--- src/rtl/exception_sequencer_pkg.sv ---
// Shared word, mode and exception-encoding definitions for the nnARM exception path.
// Build macro HIGH_VECTORS_EN moves the vector table base from 0x00000000 to 0xFFFF0000.
`ifndef EXCEPTION_SEQUENCER_DEFINES
`define EXCEPTION_SEQUENCER_DEFINES
`define WordWidth 32
`define WordZero 32'h0000_0000
`define MODE_USER 5'b10000
`define MODE_FIQ 5'b10001
`define MODE_IRQ 5'b10010
`define MODE_SVC 5'b10011
`define MODE_ABT 5'b10111
`define MODE_UND 5'b11011
`define EXC_NONE 3'd0
`define EXC_UND 3'd1
`define EXC_SWI 3'd2
`define EXC_PABT 3'd3
`define EXC_DABT 3'd4
`define EXC_IRQ 3'd6
`define EXC_FIQ 3'd7
`define VEC_OFF_UND 32'h0000_0004
`define VEC_OFF_SWI 32'h0000_0008
`define VEC_OFF_PABT 32'h0000_000C
`define VEC_OFF_DABT 32'h0000_0010
`define VEC_OFF_IRQ 32'h0000_0018
`define VEC_OFF_FIQ 32'h0000_001C
`ifdef HIGH_VECTORS_EN
`define VECTOR_BASE 32'hFFFF_0000
`else
`define VECTOR_BASE 32'h0000_0000
`endif
`endif

package exception_sequencer_pkg;

  localparam logic [`WordWidth-1:0] VECTOR_BASE = `VECTOR_BASE;

  typedef enum logic [2:0] {
    EXC_NONE = `EXC_NONE,
    EXC_UND  = `EXC_UND,
    EXC_SWI  = `EXC_SWI,
    EXC_PABT = `EXC_PABT,
    EXC_DABT = `EXC_DABT,
    EXC_IRQ  = `EXC_IRQ,
    EXC_FIQ  = `EXC_FIQ
  } exc_type_t;

  typedef enum logic [1:0] {
    ST_IDLE,
    ST_ENTRY,
    ST_VECTOR,
    ST_DRAIN
  } seq_state_t;

  // Processor mode entered for each exception type.
  function automatic logic [4:0] mode_for(input exc_type_t t);
    case (t)
      EXC_FIQ:  mode_for = `MODE_FIQ;
      EXC_IRQ:  mode_for = `MODE_IRQ;
      EXC_SWI:  mode_for = `MODE_SVC;
      EXC_PABT: mode_for = `MODE_ABT;
      EXC_DABT: mode_for = `MODE_ABT;
      EXC_UND:  mode_for = `MODE_UND;
      default:  mode_for = `MODE_USER;
    endcase
  endfunction

  // Offset of each exception's slot in the vector table.
  function automatic logic [`WordWidth-1:0] vector_offset(input exc_type_t t);
    case (t)
      EXC_UND:  vector_offset = `VEC_OFF_UND;
      EXC_SWI:  vector_offset = `VEC_OFF_SWI;
      EXC_PABT: vector_offset = `VEC_OFF_PABT;
      EXC_DABT: vector_offset = `VEC_OFF_DABT;
      EXC_IRQ:  vector_offset = `VEC_OFF_IRQ;
      EXC_FIQ:  vector_offset = `VEC_OFF_FIQ;
      default:  vector_offset = `WordZero;
    endcase
  endfunction

endpackage

--- src/rtl/exception_sequencer_priority.sv ---
// Combinational masking and fixed-priority selection of pending exception requests.
module exception_priority_encoder
  import exception_sequencer_pkg::*;
(
  input  logic      fiq,
  input  logic      irq,
  input  logic      data_abort,
  input  logic      prefetch_abort,
  input  logic      undefined,
  input  logic      swi,
  input  logic      mask_i,
  input  logic      mask_f,
  output logic      valid,
  output exc_type_t exc_type
);

  logic fiq_ok;
  logic irq_ok;

  assign fiq_ok = fiq & ~mask_f;
  assign irq_ok = irq & ~mask_i;

  // Highest-priority eligible request wins; Undefined beats SWI if both appear.
  always_comb begin
    valid    = 1'b1;
    exc_type = EXC_NONE;
    if (data_abort)          exc_type = EXC_DABT;
    else if (fiq_ok)         exc_type = EXC_FIQ;
    else if (irq_ok)         exc_type = EXC_IRQ;
    else if (prefetch_abort) exc_type = EXC_PABT;
    else if (undefined)      exc_type = EXC_UND;
    else if (swi)            exc_type = EXC_SWI;
    else                     valid    = 1'b0;
  end

endmodule

--- src/rtl/exception_sequencer.sv ---
// Exception-entry controller: arbitrates requests, writes CPSR/SPSR/LR through the
// PSR block, redirects fetch to the vector and holds the pipeline until entry completes.
// Build macro HIGH_VECTORS_EN selects the high vector table base (0xFFFF0000).
module exception_sequencer
  import exception_sequencer_pkg::*;
#(
  parameter int DRAIN_CYCLES = 2
) (
  input  logic        clock,
  input  logic        reset,
  input  logic        in_FIQ,
  input  logic        in_IRQ,
  input  logic        in_DataAbort,
  input  logic        in_PrefetchAbort,
  input  logic        in_Undefined,
  input  logic        in_SWI,
  input  logic [31:0] in_ExcPC,
  input  logic [31:0] in_CPSR,
  output logic        out_IfChangeState,
  output logic [4:0]  out_ChangeStateAction,
  output logic        out_CPSRWriteEnable,
  output logic [31:0] out_CPSRWriteValue,
  output logic        out_SPSRWriteEnable,
  output logic [31:0] out_SPSRWriteValue,
  output logic        out_LRWriteEnable,
  output logic [31:0] out_LRWriteValue,
  output logic        out_BranchEnable,
  output logic [31:0] out_BranchAddress,
  output logic        out_Flush,
  output logic        out_Stall
);

  localparam logic [3:0] DRAIN_LOAD = 4'(DRAIN_CYCLES);

  seq_state_t  state, state_next;
  exc_type_t   exc_type_q, exc_type_next, req_type;
  logic        req_valid;
  logic [3:0]  drain_cnt, drain_cnt_next;
  logic [4:0]  req_mode;
  logic        change_next, cpsr_we_next, spsr_we_next, lr_we_next;
  logic        branch_next, flush_next, stall_next;
  logic [4:0]  action_next;
  logic [31:0] cpsr_val_next, spsr_val_next, lr_val_next, baddr_next;

  exception_priority_encoder u_priority (
    .fiq            (in_FIQ),
    .irq            (in_IRQ),
    .data_abort     (in_DataAbort),
    .prefetch_abort (in_PrefetchAbort),
    .undefined      (in_Undefined),
    .swi            (in_SWI),
    .mask_i         (in_CPSR[7]),
    .mask_f         (in_CPSR[6]),
    .valid          (req_valid),
    .exc_type       (req_type)
  );

  assign req_mode = mode_for(req_type);

  // Next state and next registered outputs; the PSR/LR value registers double as
  // the latched old CPSR and return address, so they only change on a capture.
  always_comb begin
    state_next     = state;
    exc_type_next  = exc_type_q;
    drain_cnt_next = drain_cnt;
    change_next    = 1'b0;
    cpsr_we_next   = 1'b0;
    spsr_we_next   = 1'b0;
    lr_we_next     = 1'b0;
    branch_next    = 1'b0;
    flush_next     = 1'b0;
    action_next    = out_ChangeStateAction;
    cpsr_val_next  = out_CPSRWriteValue;
    spsr_val_next  = out_SPSRWriteValue;
    lr_val_next    = out_LRWriteValue;
    baddr_next     = out_BranchAddress;
    case (state)
      ST_IDLE: begin
        if (req_valid) begin
          state_next    = ST_ENTRY;
          exc_type_next = req_type;
          change_next   = 1'b1;
          cpsr_we_next  = 1'b1;
          spsr_we_next  = 1'b1;
          lr_we_next    = 1'b1;
          action_next   = req_mode;
          cpsr_val_next = {in_CPSR[31:8], 1'b1,
                           (req_type == EXC_FIQ) ? 1'b1 : in_CPSR[6],
                           1'b0, req_mode};
          spsr_val_next = in_CPSR;
          lr_val_next   = in_ExcPC + ((req_type == EXC_DABT) ? 32'd8 : 32'd4);
        end
      end
      ST_ENTRY: begin
        state_next  = ST_VECTOR;
        branch_next = 1'b1;
        flush_next  = 1'b1;
        baddr_next  = VECTOR_BASE + vector_offset(exc_type_q);
      end
      ST_VECTOR: begin
        state_next     = ST_DRAIN;
        drain_cnt_next = DRAIN_LOAD;
      end
      ST_DRAIN: begin
        if (drain_cnt < 4'd2) begin
          state_next     = ST_IDLE;
          drain_cnt_next = 4'd0;
        end else begin
          drain_cnt_next = drain_cnt - 4'd1;
        end
      end
      default: state_next = ST_IDLE;
    endcase
    stall_next = (state_next != ST_IDLE);
  end

  // State, latches and all outputs are registered; reset abandons any entry in flight.
  always_ff @(posedge clock or negedge reset) begin
    if (!reset) begin
      state                 <= ST_IDLE;
      exc_type_q            <= EXC_NONE;
      drain_cnt             <= 4'd0;
      out_IfChangeState     <= 1'b0;
      out_ChangeStateAction <= 5'd0;
      out_CPSRWriteEnable   <= 1'b0;
      out_CPSRWriteValue    <= 32'd0;
      out_SPSRWriteEnable   <= 1'b0;
      out_SPSRWriteValue    <= 32'd0;
      out_LRWriteEnable     <= 1'b0;
      out_LRWriteValue      <= 32'd0;
      out_BranchEnable      <= 1'b0;
      out_BranchAddress     <= 32'd0;
      out_Flush             <= 1'b0;
      out_Stall             <= 1'b0;
    end else begin
      state                 <= state_next;
      exc_type_q            <= exc_type_next;
      drain_cnt             <= drain_cnt_next;
      out_IfChangeState     <= change_next;
      out_ChangeStateAction <= action_next;
      out_CPSRWriteEnable   <= cpsr_we_next;
      out_CPSRWriteValue    <= cpsr_val_next;
      out_SPSRWriteEnable   <= spsr_we_next;
      out_SPSRWriteValue    <= spsr_val_next;
      out_LRWriteEnable     <= lr_we_next;
      out_LRWriteValue      <= lr_val_next;
      out_BranchEnable      <= branch_next;
      out_BranchAddress     <= baddr_next;
      out_Flush             <= flush_next;
      out_Stall             <= stall_next;
    end
  end

endmodule

--- config.mk ---
export PLATFORM = sky130hd
export DESIGN_NAME = exception_sequencer
export DESIGN_NICKNAME = d
export VERILOG_FILES = /design/src/rtl/exception_sequencer_pkg.sv /design/src/rtl/exception_sequencer_priority.sv /design/src/rtl/exception_sequencer.sv
export SDC_FILE = /design/constraint.sdc
export NUM_CORES = 1
export LEC_CHECK = 0
export ABC_AREA = 0
export CAP_MARGIN = 15
export CORE_ASPECT_RATIO = 1.1
export CORE_UTILIZATION = 34
export DETAILED_ROUTE_END_ITERATION = 10
export PLACE_DENSITY_LB_ADDON = 0.3
export SKIP_CTS_REPAIR_TIMING = 1
export SLEW_MARGIN = 20
export SYNTH_ARGS = -nofsm -noshare
export SYNTH_HDL_FRONTEND = slang
export SYNTH_SLANG_ARGS = --single-unit
--- constraint.sdc ---
create_clock -name clock -period 2.2 [get_ports clock]
set_input_delay 0.66 -clock clock [delete_from_list [all_inputs] [get_ports clock]]
set_output_delay 0.66 -clock clock [all_outputs]
set_load 0.02 [all_outputs]
Word level (Yosys, flattened, before mapping)

Index checks and enable logic that the tools add are counted.

Register bits: 144
Memory bits (read-only): 0
Logic and storage cells: 62
Memories kept: 0
Input bits: 72
Output and inout port bits: 140
Bits in writable memories: 0
Latch bits: 0

Shift operators: 0
$add $sub $neg: 2
Reductions and logical operators: 5
Muxes and demuxes: 24
Bitwise gates (word level): 4
Eq/ne operators: 15
$mul: 0
Divide/modulo/power cells: 0
Magnitude comparators: 1

Operators with widths:

| cell                                                 | count |
|---|---|
| adder 32 x 4 -> 32 bit                               | 1 |
| one-hot mux 5 bit (6 select lines)                   | 1 |
| one-hot mux 4 bit (5 select lines)                   | 1 |
| equality test 3 bit (second input constant)          | 6 |
| 2-to-1 mux 3 bit                                     | 5 |
| equality test 3 x 2 -> 1 bit (second input constant) | 4 |
| 2-to-1 mux 1 bit                                     | 10 |
| 2-to-1 mux 4 bit                                     | 2 |
| one-hot mux 2 bit (4 select lines)                   | 1 |
| one-hot mux 4 bit (2 select lines)                   | 1 |
| equality test 3 x 1 -> 1 bit (second input constant) | 2 |
| 2-to-1 mux 2 bit                                     | 3 |
| equality test 2 bit (second input constant)          | 2 |
| < comparator 4 x 2 -> 1 bit (second input constant)  | 1 |
| nonzero test 2 bit                                   | 2 |
| subtractor 4 x 1 -> 4 bit (second input constant)    | 1 |
| bitwise AND 1 bit                                    | 2 |
| equality test 2 x 1 -> 1 bit (second input constant) | 1 |
| logical NOT 2 bit                                    | 1 |
| NOT 1 bit                                            | 2 |
| AND reduction 2 bit                                  | 1 |
| OR reduction 2 bit                                   | 1 |

Logic depth before layout (Yosys ltp)

Gate-level depths: netlist of run 1.

Depth after elaboration: 9
Mapped depth: 10
Gate-level depth less buffers: 8

Modules after synthesis

A second synthesis of run 1 with hierarchy kept.

Cells, all modules: 491
Area, all modules: 4,379.2 µm²

By module, submodules not included:

| module                     | cells each | area an instance (µm²) | times used | sequential area each (µm²) |
|---|---|---|---|---|
| exception_sequencer        | 480        | 4,299.1                | 1          | 2,127.0 |
| exception_priority_encoder | 11         | 80.1                   | 1          | 0.0 |

Least setup slack after synthesis of run 1

OpenSTA, ideal clock, no wires.

Path kind: input to register
Start: in in_DataAbort
End: reg out_LRWriteValue[28]
Setup slack: -0.539 ns
Stages: 10
Arrival time: 2.657 ns
Library setup time: 0.082 ns
Path through: clkbuf_1 > inv_1 > ha_1 > inv_1 > fa_1 > and3b_1 > buf_2 > nand2_2 > or4_1 > a31oi_1

Cells in the longest elaborated chain, start to end: 4

RTL lines:

| what                   | RTL line                           | source |
|---|---|---|
| start: declaration     | exception_sequencer.sv:13          | `input logic in_DataAbort,` |
| 2-to-1 mux 3 bit       | exception_sequencer_priority.sv:27 | `if (data_abort) exc_type = EXC_DABT;` |
| equality test 3 bit    | exception_sequencer.sv:91          | `lr_val_next = in_ExcPC + ((req_type == EXC_DABT) ? 32'd8 : 32'd4);` |
| 2-to-1 mux 4 bit       | exception_sequencer.sv:91          |  |
| adder 32 x 4 -> 32 bit | exception_sequencer.sv:91          |  |
| end signal: assignment | exception_sequencer.sv:146         | `out_LRWriteValue <= lr_val_next;` |
| end: declaration       | exception_sequencer.sv:26          | `output logic [31:0] out_LRWriteValue,` |

Several ways; a longest one is shown, not always the timed one.
A chain may end at the register's enable or synchronous reset.

Final worst setup path of run 1

Start: in in_DataAbort
End: reg out_LRWriteValue[26]

Same word-level chain as after synthesis.

==> results of run 1 <==
-- worst max path at each step --
| stage | endpoint | cells past startpoint | start | slack [ns] |
|---|---|---|---|---|
| 2_1_floorplan | out_LRWriteValue[28]$_DFFE_PN0P_ | 10 | in_DataAbort | -0.28 |
| 3_3_place_gp | out_LRWriteValue[28]$_DFFE_PN0P_ | 9 | in_DataAbort | -0.76 |
| 3_5_place_dp | out_LRWriteValue[26]$_DFFE_PN0P_ | 9 | in_DataAbort | -0.80 |
| 4_1_cts | out_LRWriteValue[26]$_DFFE_PN0P_ | 9 | in_DataAbort | -0.46 |
| 5_1_grt | out_LRWriteValue[26]$_DFFE_PN0P_ | 9 | in_DataAbort | 0.004 |
| 6_report | out_LRWriteValue[26]$_DFFE_PN0P_ | 9 | in_DataAbort | 0.09 |
-- area by class of cell --
cell class,instances,area share [%]
Tap cell,157,2.90
Multi-Input combinational cell,338,26.1
Clock buffer,9,3.33
Clock inverter,7,1.11
Timing Repair Buffer,243,34.4
Inverter,11,0.722
Sequential cell,85,31.5
-- Yosys cell counts (2+ instances only) --
| cell type | number |
|---|---|
| and3_1 | 2 |
| or3_1 | 8 |
| and2_1 | 2 |
| and4_1 | 3 |
| o31ai_1 | 9 |
| nand3_1 | 11 |
| nor2_1 | 20 |
| a21oi_1 | 2 |
| clkbuf_1 | 6 |
| buf_4 | 67 |
| buf_1 | 3 |
| o21ai_1 | 8 |
| nand2b_1 | 4 |
| o21ai_0 | 24 |
| a21o_1 | 2 |
| a31oi_1 | 18 |
| buf_6 | 2 |
| or4_1 | 8 |
| nand2_1 | 139 |
| nor3_1 | 2 |
| inv_1 | 10 |
| ha_1 | 3 |
| xor2_1 | 11 |
| dfrtp_1 | 85 |
| nand4_1 | 7 |
| buf_2 | 9 |
-- where the power goes --
part | internal [W] | leakage (nW) | switching [W]
Clock | 0.000883 | 0.138 | 0.000626
Combinational | 0.00226 | 1.89 | 0.00245
Sequential | 0.00231 | 1.02 | 0.000522
Total | 0.00545 | 3.05 | 0.00360
-- registers in the layout (all words and copies together), names as in the netlist --
name and cells:
drain_cnt 4, exc_type_q 3, out_BranchAddress 3, out_CPSRWriteValue 2, out_ChangeStateAction 4, out_Flush 1
out_LRWriteEnable 1, out_LRWriteValue 32, out_SPSRWriteValue 32, out_Stall 1, state 2
-- layer usage --
metal	wire length, um	vias to the layer above
met2	5860	146
met3	681	8
met5	0	-
li1	-	1945
met4	136	0
met1	4970	1916
-- kinds of logic (layout without fill, tap and decap cells) --
| logic type | after synthesis | in the layout |
|---|---|---|
| and+or+nand+nor | 220 | 220 |
| buffers and inverters | 98 | 270 |
| DFF | 85 | 85 |
| AOI/OAI and AO/OA | 70 | 70 |
| xor gates and xnor gates | 12 | 12 |
| adders and majority gates | 4 | 4 |
| muxes | 2 | 2 |
| other | 1 | 30 |
-- through the flow --
step	TNS (ns)	util, %
floorplan	-1.49	-
global placement	-24.36	51.1
detailed placement	-27.31	51.1
global route	0	53.7
CTS	-6.03	53.5
finish	0	53.7
-- worst max-delay path, delay by kind of cell --
| kind | cells | cell delay, ns |
|---|---|---|
| AO/OA/AOI/OAI | 1 | 0.16 |
| adder cells (fa/ha/maj) | 2 | 0.45 |
| AND/OR/NAND/NOR | 3 | 0.90 |
| buffers and inverters | 3 | 0.19 |
==> results.toml, run 1 <==
[run_status]
status = "completed"

[power]
worst_ir_drop_vdd_mv = 0.789
power_per_cell_area_nw_per_um2 = 1340
cell_leakage_power_nw = 3.05
overall_power_w = 0.00905

[logic_synthesis]
main_combinational_cell_family_by_area_after_synthesis = "simple AND/OR/NAND/NOR gates"
postSynthRegisterBits = 85
synth_largest_area_cell = "dfrtp_1"
synth_cells = 492
async_flop_share_pct = 100
syn_area_um2 = 4400
synth_cell_types = 53
yosys-mux-area-fraction_pct = 0.483
synth.top_cell.area_share_pct = 48.3
yosys.area_share.adder_pct = 1.31
synth.yosys.seq_area_share_pct = 48.3
synth_area_in_xor_xnor_pct = 2.39
synth_edf_count = 0
synth_simple_gate_area_share_pct = 23.1
synth.top_cells.by_area = "dfrtp_1 48%, nand2_1 12%, buf_4 11%, o21ai_0 2.7%, a31oi_1 2.6%"
warnings_from_yosys = 0
syn-mean-instance-area_um2 = 8.94
synth-compound-area-share_pct = 9.58
synth_flop_cell = "dfrtp_1"

[timing]
period_share_pct = 96.1
finClkSkew_ns = 0.00605
finalWorstSetupSlack_ns = 0.0860
maxSlewViolCount = 0
final.hold.worst_slack_ns = 0.233
maxClockFrequency_mhz = 473
timing_hold_violations_final = 0
setup-violations-final = 0
rsz0062_at_grt = "false"
period_needed_ns = 2.11

[route]
drt-vias-per-instance = 4.72
dr.pass1.iters = 4
drt.antenna.violating_nets = 0
drcViolationCount = 0
drt_wl_total_um = 11600
drt_iter0_drc = 184
route.vias.total = 4015
routed_wire_length_per_instance_um = 13.7

[global_routing]
first_global_vias = 3841
globalRouteOverflowTotal = 0
maximum_number_of_pins_on_one_net_before_global_route_repair = 36
globalRouteMet3Util_pct = 3.70
use_met1_pct = 21.4
grt.total_usage_pct = 17.6
antenna_violations_before_repair = 0
grt_most_used_layer = "met2"
grt_use_met2_pct = 30.7
grt_first_pass_wirelength_um = 18800

[finish]
most-common-layout-cells = "176 x clkdlybuf4s50_1, 139 x nand2_1, 85 x dfrtp_1"
most_common_cell_after_layout_fill_and_taps_aside = "clkdlybuf4s50_1"
instances_no_fill = 850
antennaDiodeCount = 0
syn_to_final_growth_pct = 53.7
n_fill_cell = 1172
fin_area_um2 = 6760
final_layout_size_suffix_gt1_share_pct = 14.4
design.final.nets = 764
register_cell_area_after_layout_um2 = 2130
area_used_by_multi_input_combinational_logic_um2 = 1760

[die]
core_area_um2 = 12600
effective_utilization_at_floorplan_pct = 35.0
core.rowCount = 43
die-area_um2 = 13400
dieHeight_um = 121
ioPinCount = 212
floorplan.die.width_um = 110

[place]
buffers_added_on_ports = 181
pre_cts_ws_ns = -0.804
place.gp.congestion = 0.812
postPlaceCellArea_um2 = 6430
detail_placement_hpwl_um = 9000
dp_cells = 831

[clocking]
clockRootBuffer = "clkbuf_16"
clock_pin_slew_on_the_worst_setup_and_hold_paths_ns = 0.06
cts.sink_count = 85
cts_tree = "done"
clock_latency_ns = 0.33
cts_max_path_buffers = 2
cts-buffers-inserted = 9
htree_num_levels = 3

[critical_path]
worst_setup_path_start_kind = "input pin"
timing.critical_path.slowest_cell_delay_ns = 0.51
critical_path.endpoint_type = "flop"
crit_fanout = 8
crit_type = "in2reg"
r2r_slack_ns = 0.46
path_cells = "buf_6 -> inv_8 -> ha_4 -> inv_2 -> fa_2 -> and3b_2 -> nand2_4 -> or4_4 -> a31oi_1"
cp_max_stage_cell = "or4_4"
worstPathArrival_ns = 2.37
end_of_the_worst_register_to_register_path = "out_LRWriteValue[25]$_DFFE_PN0P_"
rr_startpoint = "state[1]$_DFF_PN0_"
worstRegToRegCells = 6
required_ns = 2.45

[job]
drv_cap = 0

[min_path]
min_path_type = "in2async"
Power figures use the tool's default switching activity.
==> run 2, diff against run 1 <==
- ABC_AREA: 0 -> default
- CORE_MARGIN: default -> 2
==> results.toml, run 2 (synthesis gave the netlist of run 1 again) <==
[timing]
setup-violations-final = 0
period_share_pct = 97.8
final.hold.worst_slack_ns = 0.237
finClkSkew_ns = 0.00482
maxClockFrequency_mhz = 465
period_needed_ns = 2.15
maxSlewViolCount = 0
rsz0062_at_grt = "false"
timing_hold_violations_final = 0

[clocking]
clock_pin_slew_on_the_worst_setup_and_hold_paths_ns = 0.06
htree_num_levels = 3
cts_tree = "done"
clockRootBuffer = "clkbuf_16"
cts-buffers-inserted = 9
cts_max_path_buffers = 2
cts.sink_count = 85
clock_latency_ns = 0.34

[power]
power_per_cell_area_nw_per_um2 = 1340
pwr-share-seq_pct = 31.4
overall_power_w = 0.00899
worst_ir_drop_vdd_mv = 0.749
switching_power_of_the_nets_w = 0.00354
power.share.combinational_pct = 51.7
switching_share_of_power_pct = 39.3
power.clock.fraction_pct = 16.9
cell_leakage_power_nw = 3.02
cellInternalPower_w = 0.00545

[critical_path]
worst_setup_path_start_kind = "input pin"
required_ns = 2.46
crit_fanout = 6
crit_start = "in_ExcPC[7]"
critical_path.endpoint_type = "flop"
end_of_the_worst_register_to_register_path = "out_LRWriteValue[30]$_DFFE_PN0P_"
worstRegToRegCells = 6
crit_type = "in2reg"
rr_startpoint = "state[1]$_DFF_PN0_"
r2r_slack_ns = 0.45
critical_path.endpoint = "out_LRWriteValue[28]$_DFFE_PN0P_"
worstPathArrival_ns = 2.41

[finish]
fin_area_um2 = 6730
instances_no_fill = 847
syn_to_final_growth_pct = 52.8
antennaDiodeCount = 0
most-common-layout-cells = "177 x clkdlybuf4s50_1, 139 x nand2_1, 85 x dfrtp_1"
final_layout_size_suffix_gt1_share_pct = 13.5
most_common_cell_after_layout_fill_and_taps_aside = "clkdlybuf4s50_1"
design.final.nets = 761
biggestRegsByFlops = "out_LRWriteValue (32), out_SPSRWriteValue (32)"

[global_routing]
first_global_vias = 3738
grt.total_usage_pct = 16.9
maximum_number_of_pins_on_one_net_before_global_route_repair = 50
grt_first_pass_wirelength_um = 18500
antenna_violations_before_repair = 0
globalRouteOverflowTotal = 0

[die]
dieHeight_um = 123
effective_utilization_at_floorplan_pct = 34.8
ioPinCount = 212
floorplan.die.width_um = 112
core_area_um2 = 12600
die-area_um2 = 13900
core.rowCount = 43

[route]
drcViolationCount = 0
top_layer_used = "met4"
routed_wire_length_per_instance_um = 13.8
met2RoutedLength_um = 5800
drt-vias-per-instance = 4.74
route.vias.total = 4014
drt.antenna.violating_nets = 0
met3_length_um = 829
drt_wl_total_um = 11700
drt_iter0_drc = 191
dr.pass1.iters = 5
wirelength_met1_um = 4790

[job]
drv_cap = 0

[place]
postPlaceCellArea_um2 = 6420
dp_cells = 829
place.gp.congestion = 0.824
buffers_added_on_ports = 181
detail_placement_hpwl_um = 9060

[min_path]
min_path_type = "in2async"

[run_status]
status = "completed"
## run 2: stage by stage
stage	setup slack, ns	TNS (ns)	utilization (%)
CTS	-0.445	-5.92	53.1
global placement	-0.767	-26.75	50.7
finish	0.0482	0	53.2
global route	0.000334	0	53.2
detailed placement	-0.796	-27.57	50.7
floorplan	-0.276	-1.49	-
## run 2: layout make-up
cell class / instances / area [um2]
well taps: 157 / 196
clock buffers: 13 / 250
flip-flops and latches: 85 / 2130
fillers: 1182 / 5920
repair buffers: 240 / 2300
clock inverters: 3 / 45.0
inverters: 11 / 48.8
multi-input cells: 338 / 1760
## run 2: worst min path at each step
| stage | cells after the start | end | from | slack [ns] |
|---|---|---|---|---|
| finish | 1 | out_ChangeStateAction[1]$_DFFE_PN0P_ | reset | 0.24 |
| global route | 1 | out_ChangeStateAction[1]$_DFFE_PN0P_ | reset | 0.25 |
| detailed placement | 2 | out_SPSRWriteValue[2]$_DFFE_PN0P_ | out_SPSRWriteValue[2]$_DFFE_PN0P_ | 0.46 |
| floorplan | 0 | drain_cnt[0]$_DFFE_PN0P_ | reset | 0.36 |
| global placement | 2 | out_SPSRWriteValue[2]$_DFFE_PN0P_ | out_SPSRWriteValue[2]$_DFFE_PN0P_ | 0.46 |
| CTS | 1 | out_ChangeStateAction[1]$_DFFE_PN0P_ | reset | 0.23 |
## run 2: worst max-delay path, stage by stage
cell,delay (ns)
clkdlybuf4s50_1,0.55
and4_4,0.28
buf_4,0.16
nand2_4,0.07
or4_1,0.50
a31oi_1,0.18
## run 2: layer usage
layer | up-vias | track usage [%]
met3 | 17 | 3.63
met5 | - | 0
met4 | 0 | 7.47
li1 | 1938 | -
met2 | 161 | 29.7
met1 | 1898 | 19.9
## run 2: power groups by stage
stage / Sequential [W] / Combinational [W] / Clock, W
detailed placement: 0.00285 / 0.00470 / 0
floorplan: 0.00356 / 0.00191 / 0
finish: 0.00282 / 0.00465 / 0.00152
CTS: 0.00283 / 0.00470 / 0.00156
global route: 0.00293 / 0.00501 / 0.00163
global placement: 0.00282 / 0.00463 / 0
